File: src/rtl/cart_arb_if.sv
// Signal bundle between the cart_arb arbiter and its environment.
// It carries the CPU and DMA request ports, the cartridge interface side and the error pulse.
interface cart_arb_if;
   logic [15:0] cpu_addr;
   logic [7:0]  cpu_din;
   logic        cpu_rd;
   logic        cpu_wr;
   logic [7:0]  cpu_dout;
   logic        cpu_ack;

   logic [15:0] dma_addr;
   logic        dma_rd;
   logic [7:0]  dma_dout;
   logic        dma_ack;

   logic [15:0] if_addr;
   logic [7:0]  if_din;
   logic        if_rd;
   logic        if_wr;
   logic [7:0]  if_dout;
   logic        if_busy;

   logic        err;

   // The arbiter itself connects through this modport.
   modport slave (
      input  cpu_addr, cpu_din, cpu_rd, cpu_wr,
      output cpu_dout, cpu_ack,
      input  dma_addr, dma_rd,
      output dma_dout, dma_ack,
      output if_addr, if_din, if_rd, if_wr,
      input  if_dout, if_busy,
      output err
   );

   // The requesters and the cartridge interface connect through this modport.
   modport master (
      output cpu_addr, cpu_din, cpu_rd, cpu_wr,
      input  cpu_dout, cpu_ack,
      output dma_addr, dma_rd,
      input  dma_dout, dma_ack,
      input  if_addr, if_din, if_rd, if_wr,
      output if_dout, if_busy,
      input  err
   );
endinterface

File: src/rtl/cart_arb.sv
// Round-robin CPU/DMA arbiter in front of the cartridge bus interface.
// It issues one-cycle rd/wr strobes and acks the granted port, with a busy watchdog.
module cart_arb #(
   parameter int TIMEOUT = 16
) (
   input logic        clk_8m,
   input logic        rst,
   cart_arb_if.slave  bus
);

   localparam int CNT_W = $clog2(TIMEOUT) + 1;
   localparam logic [CNT_W-1:0] WD_LAST = CNT_W'(TIMEOUT - 1);

   typedef enum logic [1:0] {
      IDLE  = 2'd0,
      ISSUE = 2'd1,
      WAIT  = 2'd2,
      DONE  = 2'd3
   } state_t;

   typedef enum logic {
      GRANT_CPU = 1'b0,
      GRANT_DMA = 1'b1
   } grant_t;

   state_t           state;
   grant_t           grant;
   grant_t           last_grant;
   logic             op_wr;
   logic [CNT_W-1:0] wd_cnt;

   logic       cpu_pend;
   logic       dma_pend;
   logic       pick_dma;
   logic       wait_done;
   logic [7:0] wait_rd_data;

   // NOTE: every variable written here gets a value on every path, so no latch is inferred.
   always_comb begin
      cpu_pend     = bus.cpu_rd | bus.cpu_wr;
      dma_pend     = bus.dma_rd;
      // DMA wins when it is alone, or on contention when the CPU was served last.
      pick_dma     = dma_pend & (~cpu_pend | (last_grant == GRANT_CPU));
      wait_done    = ~bus.if_busy | (wd_cnt == WD_LAST);
      // A watchdog abort hands back all-ones instead of whatever the bus is showing.
      wait_rd_data = bus.if_busy ? 8'hFF : bus.if_dout;
   end

   // NOTE: all state is updated with non-blocking assignments so every register samples pre-edge values.
   always_ff @(posedge clk_8m) begin
      if (rst) begin
         state        <= IDLE;
         grant        <= GRANT_CPU;
         last_grant   <= GRANT_CPU;
         op_wr        <= 1'b0;
         wd_cnt       <= '0;
         bus.if_addr  <= 16'h0000;
         bus.if_din   <= 8'h00;
         bus.if_rd    <= 1'b0;
         bus.if_wr    <= 1'b0;
         bus.cpu_dout <= 8'hFF;
         bus.dma_dout <= 8'hFF;
         bus.cpu_ack  <= 1'b0;
         bus.dma_ack  <= 1'b0;
         bus.err      <= 1'b0;
      end else begin
         bus.cpu_ack <= 1'b0;
         bus.dma_ack <= 1'b0;
         bus.err     <= 1'b0;

         case (state)
            IDLE: begin
               // A busy interface in IDLE is left over from elsewhere; hold off until it clears.
               if (!bus.if_busy && (cpu_pend || dma_pend)) begin
                  if (pick_dma) begin
                     grant       <= GRANT_DMA;
                     last_grant  <= GRANT_DMA;
                     op_wr       <= 1'b0;
                     bus.if_addr <= bus.dma_addr;
                     bus.if_rd   <= 1'b1;
                  end else begin
                     grant       <= GRANT_CPU;
                     last_grant  <= GRANT_CPU;
                     op_wr       <= ~bus.cpu_rd;
                     bus.if_addr <= bus.cpu_addr;
                     bus.if_din  <= bus.cpu_din;
                     bus.if_rd   <= bus.cpu_rd;
                     bus.if_wr   <= ~bus.cpu_rd;
                  end
                  state <= ISSUE;
               end
            end

            ISSUE: begin
               bus.if_rd <= 1'b0;
               bus.if_wr <= 1'b0;
               wd_cnt    <= '0;
               state     <= WAIT;
            end

            WAIT: begin
               if (wait_done) begin
                  if (!op_wr) begin
                     if (grant == GRANT_DMA) bus.dma_dout <= wait_rd_data;
                     else                    bus.cpu_dout <= wait_rd_data;
                  end
                  if (grant == GRANT_DMA) bus.dma_ack <= 1'b1;
                  else                    bus.cpu_ack <= 1'b1;
                  bus.err <= bus.if_busy;
                  state   <= DONE;
               end else begin
                  wd_cnt <= wd_cnt + CNT_W'(1);
               end
            end

            DONE: begin
               state <= IDLE;
            end

            default: begin
               state <= IDLE;
            end
         endcase
      end
   end

endmodule

File: src/flat_wrapper.sv
// flat-port wrapper written by rule: the top's interface ports become plain ports
module cart_arb_flat 
#(
   parameter int TIMEOUT = 16
)
  (clk_8m, rst, bus_cpu_addr, bus_cpu_din, bus_cpu_rd, bus_cpu_wr, bus_cpu_dout, bus_cpu_ack, bus_dma_addr, bus_dma_rd, bus_dma_dout, bus_dma_ack, bus_if_addr, bus_if_din, bus_if_rd, bus_if_wr, bus_if_dout, bus_if_busy, bus_err);
  cart_arb_if bus_i ();
  input logic clk_8m;
  input logic rst;
  input wire logic [$bits(bus_i.cpu_addr)-1:0] bus_cpu_addr;
  input wire logic [$bits(bus_i.cpu_din)-1:0] bus_cpu_din;
  input wire logic [$bits(bus_i.cpu_rd)-1:0] bus_cpu_rd;
  input wire logic [$bits(bus_i.cpu_wr)-1:0] bus_cpu_wr;
  output wire logic [$bits(bus_i.cpu_dout)-1:0] bus_cpu_dout;
  output wire logic [$bits(bus_i.cpu_ack)-1:0] bus_cpu_ack;
  input wire logic [$bits(bus_i.dma_addr)-1:0] bus_dma_addr;
  input wire logic [$bits(bus_i.dma_rd)-1:0] bus_dma_rd;
  output wire logic [$bits(bus_i.dma_dout)-1:0] bus_dma_dout;
  output wire logic [$bits(bus_i.dma_ack)-1:0] bus_dma_ack;
  output wire logic [$bits(bus_i.if_addr)-1:0] bus_if_addr;
  output wire logic [$bits(bus_i.if_din)-1:0] bus_if_din;
  output wire logic [$bits(bus_i.if_rd)-1:0] bus_if_rd;
  output wire logic [$bits(bus_i.if_wr)-1:0] bus_if_wr;
  input wire logic [$bits(bus_i.if_dout)-1:0] bus_if_dout;
  input wire logic [$bits(bus_i.if_busy)-1:0] bus_if_busy;
  output wire logic [$bits(bus_i.err)-1:0] bus_err;
  assign bus_i.cpu_addr = bus_cpu_addr;
  assign bus_i.cpu_din = bus_cpu_din;
  assign bus_i.cpu_rd = bus_cpu_rd;
  assign bus_i.cpu_wr = bus_cpu_wr;
  assign bus_cpu_dout = bus_i.cpu_dout;
  assign bus_cpu_ack = bus_i.cpu_ack;
  assign bus_i.dma_addr = bus_dma_addr;
  assign bus_i.dma_rd = bus_dma_rd;
  assign bus_dma_dout = bus_i.dma_dout;
  assign bus_dma_ack = bus_i.dma_ack;
  assign bus_if_addr = bus_i.if_addr;
  assign bus_if_din = bus_i.if_din;
  assign bus_if_rd = bus_i.if_rd;
  assign bus_if_wr = bus_i.if_wr;
  assign bus_i.if_dout = bus_if_dout;
  assign bus_i.if_busy = bus_if_busy;
  assign bus_err = bus_i.err;
  cart_arb #(.TIMEOUT(TIMEOUT)) u_core (.clk_8m(clk_8m), .rst(rst), .bus(bus_i));
endmodule
File: config.mk
export PLATFORM = sky130hd
export DESIGN_NAME = cart_arb_flat
export DESIGN_NICKNAME = d
export VERILOG_FILES = /design/src/rtl/cart_arb_if.sv /design/src/rtl/cart_arb.sv /design/src/flat_wrapper.sv
export SDC_FILE = /design/constraint.sdc
export NUM_CORES = 1
export LEC_CHECK = 0
export CAP_MARGIN = 10
export CORE_ASPECT_RATIO = 0.6
export CORE_MARGIN = 10
export CORE_UTILIZATION = 25
export CTS_CLUSTER_SIZE = 28
export DETAILED_ROUTE_END_ITERATION = 10
export PLACE_DENSITY = 0.54
export RECOVER_POWER = 25
export SLEW_MARGIN = 15
export SYNTH_ARGS = -nofsm -noshare
export SYNTH_HDL_FRONTEND = slang
export SYNTH_SLANG_ARGS = --single-unit
File: constraint.sdc
create_clock -name clk_8m -period 2.3 [get_ports clk_8m]
set_input_delay 0.23 -clock clk_8m [delete_from_list [all_inputs] [get_ports clk_8m]]
set_output_delay 0.23 -clock clk_8m [all_outputs]
set_load 0.1 [all_outputs]
==> results by group, run 1 <==
Flow run
  – # Max-Cap Violations: 0

Clock tree
  – Maximum root-to-sink buffer count: 2
  – Total CTS buffers: 5
  – Post-CTS setup buffers: 0
  – Cts hold-fix bufs: 0
  – Clock slew seen by the registers of the worst setup and hold paths: 0.07 ns
  – Number of H-tree levels: 2
  – Clk_lat worst skew: 0.30 ns
  – Clk sink count: 54
  – Master cell of the clock root buffer: clkbuf_16
  – Clock tree from TritonCTS: built
  – Quantity of gates resized following cts: 0

Timing
  – Unrepaired setup endpoints after global routing: false
  – Final Worst Setup Slack: 0.425 ns
  – Slew margin rel.: between 10% and 20%
  – Final setup viols: 0
  – Worst setup skew after layout: 0.00651 ns
  – Fmax: 533 MHz
  – Hold violation total from the final report: 0
  – Measured slew at the worst slew-check pin: 1.21 ns
  – Sum Neg Setup Slack: 0 ns
  – Final clock period utilization by the worst path: 81.5%
  – Number of pins exceeding their max-slew limit in the final report: 0
  – Shortest clock period the worst path allows after layout: 1.87 ns

Final layout
  – Filler-free cell count of the finished design: 474
  – Final-layout fill cell count: 917
  – Sequential Area: 1080 um2
  – Fraction of layout cells with a size suffix above 1: 13.8%
  – Relative area change from synthesis to final layout: 46.7%
  – Area of the multi-input gates: about 1100 um2
  – Nets@finish: 421
  – Final core occ: 38.6%
  – Number of antenna diodes: 0

Synth
  – Post-synthesis area per instance: 8.76 um2
  – Number of enable-type register cells in the synthesized netlist: 0
  – Synth top area cells: dfxtp_1 (47%), a21oi_1 (8.9%), nor3_1 (5.9%)
  – Count of synthesis-stage warnings from yosys: 0
  – Flop and latch count out of synthesis: 54
  – Number of cells produced by synthesis: 262
  – Area share of the leading cell type in the synthesized netlist: 47.1%
  – Share of synthesized flip-flops with an asynchronous set or reset: 0%
  – Post-synth net total: 322
  – Proportion of synthesized chip area in sequential cells: 47.1%
  – Yosys top cell by area: dfxtp_1
  – Distinct cell type count of the synthesized netlist: 37
  – Top flip-flop cell by instance count after synthesis: dfxtp_1
  – Post-synthesis cell area: 2290 um2

Pwr
  – Clock Power Share: 22.8%
  – Internal power contribution: between 0.002 and 0.0025 W
  – Switching part of the total: 46.4%
  – Seq pwr share: 30.9%
  – Power per Cell Area: 1120 nW/um2
  – Sw power: approximately 0.0017 W
  – Leak Pwr: approximately 1.3 nW
  – Logic gate share of total power: a little under half
  – Worst vdd ir: 441 uV
  – Final total power: 0.00375 W

Global routing
  – Global-route usage over all layers: 10.9%
  – Wire length of the first global-routing pass: 11800 um
  – Overall overflow remaining after global route: 0
  – Via count of the first global-routing pass: around 2200
  – Pin count of the biggest net entering global routing: 28
  – Antenna violations before repair: 0

Critical path
  – Critical setup path kind: register to register
  – Critical-path maximum fanout: 7
  – Data arrival time of the critical path: 2.11 ns
  – Required time at the worst-slack endpoint: 2.53 ns
  – Critical Path End Type: register
  – Startpoint type of the worst setup path: register

Die
  – Top-level I/O count: just under 100
  – Area of the die: about 14000 um2
  – Cell row count: 26
  – Die Ht: 94.2 um
  – Floorplan core area: 8720 um2
  – Die Width: 144 um
  – Starting density of the core: between 20% and 30%

Placed design
  – DP Cell Count: 466
  – Port Buffer Count: slightly below 100
  – Worst slack at placement: 0.310 ns
  – Total half-perimeter wirelength after legalization and detailed placement: approximately 5700 um
  – Gpl congestion: 0.760

Drt
  – Via count normalized by instance count: around 4.6
  – Remaining number of nets flagged by the antenna check after routing: 0
  – DRC errors left: 0
  – Detailed Routing Iterations Pass 1: 4
  – Final routed wirelength across all metal layers: around 7400 um
  – Routed length per instance: 15.6 um
  – Initial drt markers: 81
  – Vias after detailed routing: 2194

Run status
  – Result of the run: complete, no violations

Worst hold path
  – Type of the tightest min-delay check: input pin to register
[worst paths after layout]
| kind | endpoint | cells after the start | from | slack [ns] |
|---|---|---|---|---|
| min | u_core.state[1] | 2 | rst | 0.43 |
| max | u_core.wd_cnt[3] | 6 | u_core.wd_cnt[0] | 0.43 |
| max reg2reg | u_core.wd_cnt[3] | 6 | u_core.wd_cnt[0] | 0.43 |
| min reg2reg | u_core.wd_cnt[4] | 2 | u_core.wd_cnt[4] | 0.47 |
[Yosys cell counts, types with 2 or more instances]
| master | number |
|---|---|
| nand3_1 | 4 |
| ha_1 | 6 |
| dfxtp_1 | 54 |
| nand2_1 | 25 |
| nand2b_1 | 5 |
| a211oi_1 | 17 |
| and2_1 | 2 |
| buf_4 | 3 |
| nor2_1 | 28 |
| inv_1 | 3 |
| nor2b_1 | 2 |
| mux2i_1 | 9 |
| buf_2 | 4 |
| buf_6 | 3 |
| a21oi_1 | 41 |
| nor3_1 | 27 |
| o21ai_0 | 2 |
| clkbuf_1 | 7 |
| nand3b_1 | 2 |
[registers in the layout, summed over array words and instances, names as in the netlist]
register and flops:
u_core.bus.if_din 8, u_core.grant 1, u_core.wd_cnt 5, u_core.bus.err 1, u_core.op_wr 1, u_core.bus.cpu_ack 1, u_core.bus.dma_ack 1, u_core.bus.if_wr 1
u_core.bus.if_addr 16, u_core.state 2, u_core.bus.dma_dout 8, u_core.bus.if_rd 1, u_core.bus.cpu_dout 8
[kinds of logic after synthesis]
| kind of cell | Yosys count | share of synthesized area [%] |
|---|---|---|
| adder cells (fa/ha/maj) | 6 | 3.27 |
| AO/OA/AOI/OAI | 65 | 17.0 |
| multiplexers | 10 | 4.42 |
| buffers and inverters | 21 | 5.18 |
| AND/OR/NAND/NOR | 106 | 23.1 |
| flip-flops | 54 | 47.1 |
[critical path: stages, from the launching register on]
cell	delay, ns
dfxtp_1	0.33
ha_1	0.22
and3_1	0.19
ha_1	0.22
nand3b_1	0.30
or3_1	0.41
a21oi_1	0.14
[metal layers]
metal | part of all wire (%) | track usage (%) | vias to the layer above
met1 | 48 | 13.7 | 982
li1 | - | - | 1119
met4 | 1.1 | 3.30 | 0
met2 | 38 | 15.4 | 83
met5 | 0 | 0 | -
met3 | 12 | 6.31 | 10
[power by group through the flow]
stage	logic [W]	clock network, W	registers (W)
after floorplan	0.000562	0	0.00200
after global placement	0.00179	0	0.00118
after detailed placement	0.00181	0	0.00118
after CTS	0.00182	0.000887	0.00116
after global routing	0.00186	0.000918	0.00118
final	0.00174	0.000855	0.00116
[cell usage in the layout (no fill, tap or decap), types with 3 or more instances in the layout]
| cell type | Yosys | layout |
|---|---|---|
| dfxtp_1 | 54 | 54 |
| clkdlybuf4s50_1 | 0 | 52 |
| a21oi_1 | 41 | 41 |
| buf_4 | 3 | 33 |
| nor2_1 | 28 | 28 |
| nor3_1 | 27 | 26 |
| nand2_1 | 25 | 25 |
| clkbuf_1 | 7 | 24 |
| a211oi_1 | 17 | 17 |
| mux2i_1 | 9 | 9 |
| ha_1 | 6 | 6 |
| nand2b_1 | 5 | 5 |
| clkbuf_16 | 0 | 5 |
| nand3_1 | 4 | 4 |
| inv_1 | 3 | 3 |
[layout make-up]
cell class	instances	area share [%]
Sequential cell	54	32.1
Multi-Input combinational cell	187	32.9
Timing Repair Buffer	110	25.6
Inverter	3	0.334
Clock inverter	3	1.19
Tap cell	112	4.16
Clock buffer	5	3.72
[per-stage QoR]
step	hold WS, ns	area (um2)
floorplan	0.371	2290
CTS	0.436	3460
finish	0.434	3370
detailed placement	0.462	3290
global route	0.477	3370
global placement	0.455	3290
(Power assumes the default switching activity.)
==> run 2: changes to the inputs <==
--- a/config.mk
+++ b/config.mk
@@ -11,7 +11,7 @@
 export CORE_UTILIZATION = 25
 export CTS_CLUSTER_SIZE = 28
 export DETAILED_ROUTE_END_ITERATION = 10
-export PLACE_DENSITY = 0.54
+export PLACE_DENSITY = 0.56
 export RECOVER_POWER = 25
 export SLEW_MARGIN = 15
 export SYNTH_ARGS = -nofsm -noshare
==> constraint.sdc (replaced) <==
create_clock -name clk_8m -period 1.7 [get_ports clk_8m]
set_input_delay 0.17 -clock clk_8m [delete_from_list [all_inputs] [get_ports clk_8m]]
set_output_delay 0.17 -clock clk_8m [all_outputs]
set_load 0.1 [all_outputs]
==> run 2 against run 1 <==
Setup slack worse by 0.39 ns. Sequential cell count stayed put. Total power is 37% higher. Largest power group unchanged. Via count is 0.46% higher. Largest cell class unchanged. Fmax is 13% higher. Routed wire length is 0.59% lower. Critical path depth is 1 higher.
==> results by group, run 2 (synthesis results as in run 1) <==
Drt
  – Vias after detailed routing: 2204 (was 2194)
  – DRC errors left: 0 (unchanged)
  – Final routed wirelength across all metal layers: 7370 um (was 7420 um)
  – Routed length per instance: 15.2 um (was 15.6 um)
  – Initial drt markers: 95 (was 81)
  – Remaining number of nets flagged by the antenna check after routing: 0 (unchanged)
  – Via count normalized by instance count: 4.55 (was 4.63)
  – Detailed Routing Iterations Pass 1: 4 (unchanged)

Timing
  – Unrepaired setup endpoints after global routing: true (was false)
  – Worst setup skew after layout: 0.00283 ns (was 0.00651 ns)
  – Final Worst Setup Slack: 0.0360 ns (was 0.425 ns)
  – Hold violation total from the final report: 0 (unchanged)
  – Fmax: 601 MHz (was 533 MHz)
  – Measured slew at the worst slew-check pin: 0.679 ns (was 1.21 ns)
  – Final clock period utilization by the worst path: 97.9% (was 81.5%)
  – Final setup viols: 0 (unchanged)
  – Shortest clock period the worst path allows after layout: 1.66 ns (was 1.87 ns)
  – Number of pins exceeding their max-slew limit in the final report: 0 (unchanged)
  – Worst hold slack across all endpoints: 0.403 ns (was 0.434 ns)
  – Slew margin rel.: 54.8% (was 19.6%)

Final layout
  – Number of antenna diodes: 0 (unchanged)
  – Fraction of layout cells with a size suffix above 1: 25.3% (was 13.8%)
  – Max reg flops: 16 (unchanged)
  – Nets@finish: 433 (was 421)
  – Area of the multi-input gates: 1170 um2 (was 1110 um2)
  – Most used cells in the layout excluding fill and tap cells: clkdlybuf4s50_1 (52), dfxtp_1 (52), a21oi_1 (41) (was dfxtp_1 (54), clkdlybuf4s50_1 (52), a21oi_1 (41))
  – Final-layout fill cell count: 870 (was 917)
  – Largest reg by FF count: u_core.bus.if_addr (unchanged)
  – Relative area change from synthesis to final layout: 56.3% (was 46.7%)
  – Sequential Area: 1080 um2 (about the same)

Global routing
  – Pin count of the biggest net entering global routing: 39 (was 28)
  – Antenna violations before repair: 0 (unchanged)
  – Via count of the first global-routing pass: 2303 (was 2196)
  – Global-route usage over all layers: 10.8% (was 10.9%)
  – Wire length of the first global-routing pass: 11700 um (was 11800 um)
  – Overall overflow remaining after global route: 0 (unchanged)

Critical path
  – Start of the worst register-to-register path: u_core.wd_cnt[1] (was u_core.wd_cnt[0])
  – Required time at the worst-slack endpoint: 1.93 ns (was 2.53 ns)
  – Cell with the most instances on the worst path: ha_4 (was ha_1)
  – Cell-by-cell trace of the critical path: ha_4 > and3_4 > ha_4 > nand3b_1 > buf_6 > mux2_2 > nor2_2 (was ha_1 > and3_1 > ha_1 > nand3b_1 > or3_1 > a21oi_1)
  – Cell type group with the largest total delay on the critical path: simple AND/OR/NAND/NOR gates (unchanged)
  – Worst r2r dst: u_core.wd_cnt[0] (was u_core.wd_cnt[3])
  – Buffering stage count on the worst path with inverters included: 1 (was 0)
  – Critical setup path kind: register to register (unchanged)
  – Critical Path End Type: register (unchanged)
  – Worst Reg-to-Reg Cells: 7 (was 6)
  – Flop2flop setup slack: 0.04 ns (was 0.43 ns)
  – Largest stage delay, worst path: 0.34 ns (was 0.41 ns)
  – Launch point of the critical path: u_core.wd_cnt[1] (was u_core.wd_cnt[0])
  – Data arrival time of the critical path: 1.89 ns (was 2.11 ns)
  – Startpoint type of the worst setup path: register (unchanged)
  – Critical-path maximum fanout: 4 (was 7)
  – Slowest-stage cell, CP: dfxtp_2 (was or3_1)

Clock tree
  – Total CTS buffers: 5 (unchanged)
  – Clock slew seen by the registers of the worst setup and hold paths: 0.06 ns (was 0.07 ns)
  – Clk sink count: 54 (unchanged)
  – Master cell of the clock root buffer: clkbuf_16 (unchanged)
  – Clk_lat worst skew: 0.29 ns (was 0.30 ns)
  – Maximum root-to-sink buffer count: 2 (unchanged)
  – Number of H-tree levels: 2 (unchanged)
  – Clock tree from TritonCTS: built (unchanged)

Die
  – Floorplan core area: 8720 um2 (unchanged)
  – Die Width: 144 um (unchanged)
  – Starting density of the core: 26.3% (unchanged)
  – Die Ht: 94.2 um (unchanged)
  – Top-level I/O count: 99 (unchanged)
  – Cell row count: 26 (unchanged)
  – Area of the die: 13500 um2 (unchanged)

Pwr
  – Leak Pwr: 1.41 nW (was 1.26 nW)
  – Worst vdd ir: 546 uV (was 441 uV)
  – Sw power: 0.00235 W (was 0.00174 W)
  – Internal power contribution: 0.00279 W (was 0.00201 W)
  – Logic gate share of total power: 49.9% (was 46.3%)
  – Seq pwr share: 30.8% (was 30.9%)
  – Clock Power Share: 19.3% (was 22.8%)
  – Switching part of the total: 45.7% (was 46.4%)
  – Power per Cell Area: 1430 nW/um2 (was 1120 nW/um2)

Flow run
  – # Max-Cap Violations: 0 (unchanged)

Placed design
  – Gpl congestion: 0.771 (was 0.760)
  – Port Buffer Count: 98 (unchanged)
  – Total half-perimeter wirelength after legalization and detailed placement: 5610 um (was 5670 um)
  – Worst slack at placement: -0.0269 ns (was 0.310 ns)

Worst hold path
  – Hold path startpoint: rst (unchanged)
  – Hold Crit Endpoint: u_core.bus.if_din[3] (was u_core.state[1])
  – Worst hold path depth: 2 (unchanged)
  – Type of the tightest min-delay check: input pin to register (unchanged)

Run status
  – Result of the run: complete, no violations (unchanged)
## run 2: layout make-up
class | count | area share (%)
Clock buffer | 6 | 3.87
Inverter | 3 | 0.314
Multi-Input combinational cell | 187 | 32.6
Sequential cell | 54 | 30.2
Tap cell | 112 | 3.91
Timing Repair Buffer | 122 | 29.1
## run 2: worst max-delay path by stage
stage,to,cells after the start,slack (ns)
after floorplan,u_core.bus.dma_dout[0],9,0.02
after global placement,u_core.wd_cnt[2],7,0.02
after detailed placement,u_core.bus.dma_dout[7],7,-0.03
after CTS,u_core.wd_cnt[2],7,0.002
after global routing,u_core.wd_cnt[0],7,-0.04
final,u_core.wd_cnt[0],7,0.04
## run 2: power by group through the flow
stage	sequential [W]	clock (W)	combinational (W)
floorplan	0.00270	0	0.000766
global placement	0.00161	0	0.00259
detailed placement	0.00161	0	0.00260
CTS	0.00158	0.00104	0.00263
global route	0.00161	0.00110	0.00275
finish	0.00158	0.000993	0.00256
## run 2: worst register-to-register path: cells and delay by family (launching register included)
kind                       cells  cell delay [ns]
DFF                            1             0.34
and+or+nand+nor                3             0.51
muxes                          1             0.26
adders and majority gates      2             0.33
buffers and inverters          1             0.17
## run 2: metal layers
metal | vias up | wire length [um] | track usage, %
li1 | 1138 | - | -
met1 | 1001 | 3610 | 14.0
met2 | 57 | 3200 | 16.4
met3 | 8 | 499 | 3.99
met4 | 0 | 63 | 2.79
met5 | - | 0 | 0
## run 2: repair_timing
item | 4_1_cts | 5_1_grt
setup buffers | 2 | 1
gates resized for setup | 4 | 12
gates cloned | 1 | 0
setup endpoints to repair | 10 | 20
hold endpoints to repair | 0 | 0
hold buffers | 0 | 0
pin swaps | 1 | 5
## run 2: metrics by stage
| stage | instances | utilization (%) | area, um2 | power (W) | setup TNS, ns |
|---|---|---|---|---|---|
| floorplan | 262 | - | 2320 | 0.00347 | 0 |
| global placement | 474 | 39.9 | 3470 | 0.00419 | 0 |
| detailed placement | 474 | 39.9 | 3470 | 0.00421 | -0.124 |
| CTS | 483 | 41.9 | 3650 | 0.00525 | 0 |
| global route | 484 | 41.1 | 3590 | 0.00546 | -0.0497 |
| finish | 484 | 41.1 | 3590 | 0.00513 | 0 |
==> run 3: changes to the inputs <==
==> constraint.sdc (replaced) <==
create_clock -name clk_8m -period 1.7 [get_ports clk_8m]
set_input_delay 0.17 -clock clk_8m [delete_from_list [all_inputs] [get_ports clk_8m]]
set_output_delay 0.17 -clock clk_8m [all_outputs]
set_load 0.005 [all_outputs]
==> run 3 against run 2 <==
Critical endpoint is now u_core.bus.dma_dout[5]. Total power is 21% lower. Combinational power down 41%. Hold slack lost 0.015 ns. Die area unchanged. Fmax increased by 0.85%. Critical path depth rose by 1. Clock skew up 0.0023 ns. Critical path type unchanged.
==> results by group, run 3 (synthesis results as in run 1) <==
Run status
  – Result of the run: complete, no violations (unchanged)

Die
  – Floorplan core area: 8720 um2 (unchanged)
  – Cell row count: 26 (unchanged)
  – Die Width: 144 um (unchanged)
  – Starting density of the core: 26.3% (unchanged)
  – Top-level I/O count: 99 (unchanged)
  – Area of the die: 13500 um2 (unchanged)
  – Die Ht: 94.2 um (unchanged)

Critical path
  – Cell-by-cell trace of the critical path: ha_4 > and3_4 > ha_4 > nor2b_4 > nor4bb_4 > buf_6 > nor3_2 > a21oi_1 (was ha_4 > and3_4 > ha_4 > nand3b_1 > buf_6 > mux2_2 > nor2_2)
  – Critical Path End Type: register (unchanged)
  – Data arrival time of the critical path: 1.87 ns (was 1.89 ns)
  – Slowest-stage cell, CP: dfxtp_2 (unchanged)
  – Critical-path maximum fanout: 8 (was 4)
  – Required time at the worst-slack endpoint: 1.92 ns (was 1.93 ns)
  – Largest stage delay, worst path: 0.35 ns (was 0.34 ns)
  – Worst Reg-to-Reg Cells: 8 (was 7)
  – Cell with the most instances on the worst path: ha_4 (unchanged)
  – Startpoint type of the worst setup path: register (unchanged)
  – Critical setup path kind: register to register (unchanged)

Drt
  – Detailed Routing Iterations Pass 1: 4 (unchanged)
  – Initial drt markers: 138 (was 95)
  – DRC errors left: 0 (unchanged)
  – Final routed wirelength across all metal layers: 7220 um (was 7370 um)
  – Remaining number of nets flagged by the antenna check after routing: 0 (unchanged)
  – Routed length per instance: 15.1 um (was 15.2 um)
  – Vias after detailed routing: 2225 (was 2204)
  – Via count normalized by instance count: 4.65 (was 4.55)

Worst hold path
  – Worst hold path depth: 2 (unchanged)
  – Type of the tightest min-delay check: input pin to register (unchanged)

Global routing
  – Antenna violations before repair: 0 (unchanged)
  – Global-route usage over all layers: 10.5% (was 10.8%)
  – Wire length of the first global-routing pass: 11600 um (was 11700 um)
  – Overall overflow remaining after global route: 0 (unchanged)
  – Pin count of the biggest net entering global routing: 32 (was 39)
  – Via count of the first global-routing pass: 2239 (was 2303)

Clock tree
  – Clk_lat worst skew: 0.29 ns (about the same)
  – Clock tree from TritonCTS: built (unchanged)
  – Master cell of the clock root buffer: clkbuf_16 (unchanged)
  – Maximum root-to-sink buffer count: 2 (unchanged)
  – Clock slew seen by the registers of the worst setup and hold paths: 0.06 ns (about the same)
  – Clk sink count: 54 (unchanged)
  – Number of H-tree levels: 2 (unchanged)
  – Total CTS buffers: 5 (unchanged)

Final layout
  – Most used cells in the layout excluding fill and tap cells: clkdlybuf4s50_1 (76), dfxtp_1 (52), a21oi_1 (39) (was clkdlybuf4s50_1 (52), dfxtp_1 (52), a21oi_1 (41))
  – Fraction of layout cells with a size suffix above 1: 12.5% (was 25.3%)
  – Number of antenna diodes: 0 (unchanged)
  – Most common library cell in the layout ignoring fill and taps: clkdlybuf4s50_1
  – Nets@finish: 427 (was 433)
  – Max reg flops: 16 (unchanged)
  – Relative area change from synthesis to final layout: 62.9% (was 56.3%)
  – Largest reg by FF count: u_core.bus.if_addr (unchanged)
  – Final-layout fill cell count: 872 (was 870)

Pwr
  – Power per Cell Area: 1080 nW/um2 (was 1430 nW/um2)
  – Leak Pwr: 1.37 nW (was 1.41 nW)
  – Worst vdd ir: 401 uV (was 546 uV)

Placed design
  – Total half-perimeter wirelength after legalization and detailed placement: 5510 um (was 5610 um)
  – Port Buffer Count: 98 (unchanged)
  – Gpl congestion: 0.786 (was 0.771)
  – Worst slack at placement: -0.0145 ns (was -0.0269 ns)

Timing
  – Final Worst Setup Slack: 0.0500 ns (was 0.0360 ns)
  – Shortest clock period the worst path allows after layout: 1.65 ns (was 1.66 ns)
  – Worst hold slack across all endpoints: 0.388 ns (was 0.403 ns)
  – Worst setup skew after layout: 0.00513 ns (was 0.00283 ns)
  – Number of pins exceeding their max-slew limit in the final report: 0 (unchanged)
  – Final setup viols: 0 (unchanged)
  – Unrepaired setup endpoints after global routing: true (unchanged)
  – Hold violation total from the final report: 0 (unchanged)
  – Measured slew at the worst slew-check pin: 0.633 ns (was 0.679 ns)
  – Fmax: 606 MHz (was 601 MHz)
  – Final clock period utilization by the worst path: 97.1% (was 97.9%)
  – Sum Neg Setup Slack: 0 ns (unchanged)
  – Slew margin rel.: 57.8% (was 54.8%)

Flow run
  – # Max-Cap Violations: 0 (unchanged)
## run 3: cell type report
cell class	count	area, um2	area share (%)
Multi-Input combinational cell	187	1190	31.9
Timing Repair Buffer	116	1180	31.5
Sequential cell	54	1080	29.0
Tap cell	112	140	3.75
Clock buffer	7	133	3.55
Inverter	3	11.3	0.301
## run 3: what timing repair did
item,CTS,global route
setup endpoints to repair,5,40
endpoints found under the hold margin,0,0
hold buffers,0,0
pin swaps,0,3
resized for setup,5,17
buffers inserted,0,0
cloned,1,0
## run 3: routing by layer
metal | share of wire, % | up-vias | wire, um | global-route usage, %
met5 | 0 | - | 0 | 0
met4 | 0.90 | 0 | 65 | 2.62
met3 | 8.0 | 10 | 579 | 4.19
met2 | 42 | 70 | 3050 | 15.3
met1 | 49 | 1014 | 3530 | 14.1
li1 | - | 1131 | - | -
## run 3: power by group
part | leakage, nW | switching (W) | internal (W) | total (W)
logic | 0.867 | 0.000698 | 0.000800 | 0.00150
registers | 0.442 | 0.000115 | 0.00146 | 0.00157
clock network | 0.0640 | 0.000431 | 0.000540 | 0.000971
## run 3: stage by stage
stage,utilization [%],cell area [um2],instances,power (W)
2_1_floorplan,-,2300,262,0.00236
3_3_place_gp,40.3,3510,471,0.00307
3_5_place_dp,40.3,3510,471,0.00309
4_1_cts,42.0,3660,479,0.00409
5_1_grt,42.9,3740,479,0.00432
6_report,42.9,3740,479,0.00404
## run 3: worst max-delay path, delay by kind of cell, from the launching register on
family                     cells  cell delay, ns
and+or+nand+nor                4            0.61
DFF                            1            0.35
adders and majority gates      2            0.28
buffers and inverters          1            0.19
AOI/OAI and AO/OA              1            0.14
## run 3: final timing paths
path	from	end	slack [ns]
min	rst	u_core.wd_cnt[0]	0.39
max reg2reg	u_core.wd_cnt[1]	u_core.bus.dma_dout[5]	0.05
max	u_core.wd_cnt[1]	u_core.bus.dma_dout[5]	0.05
min reg2reg	u_core.wd_cnt[4]	u_core.wd_cnt[4]	0.48
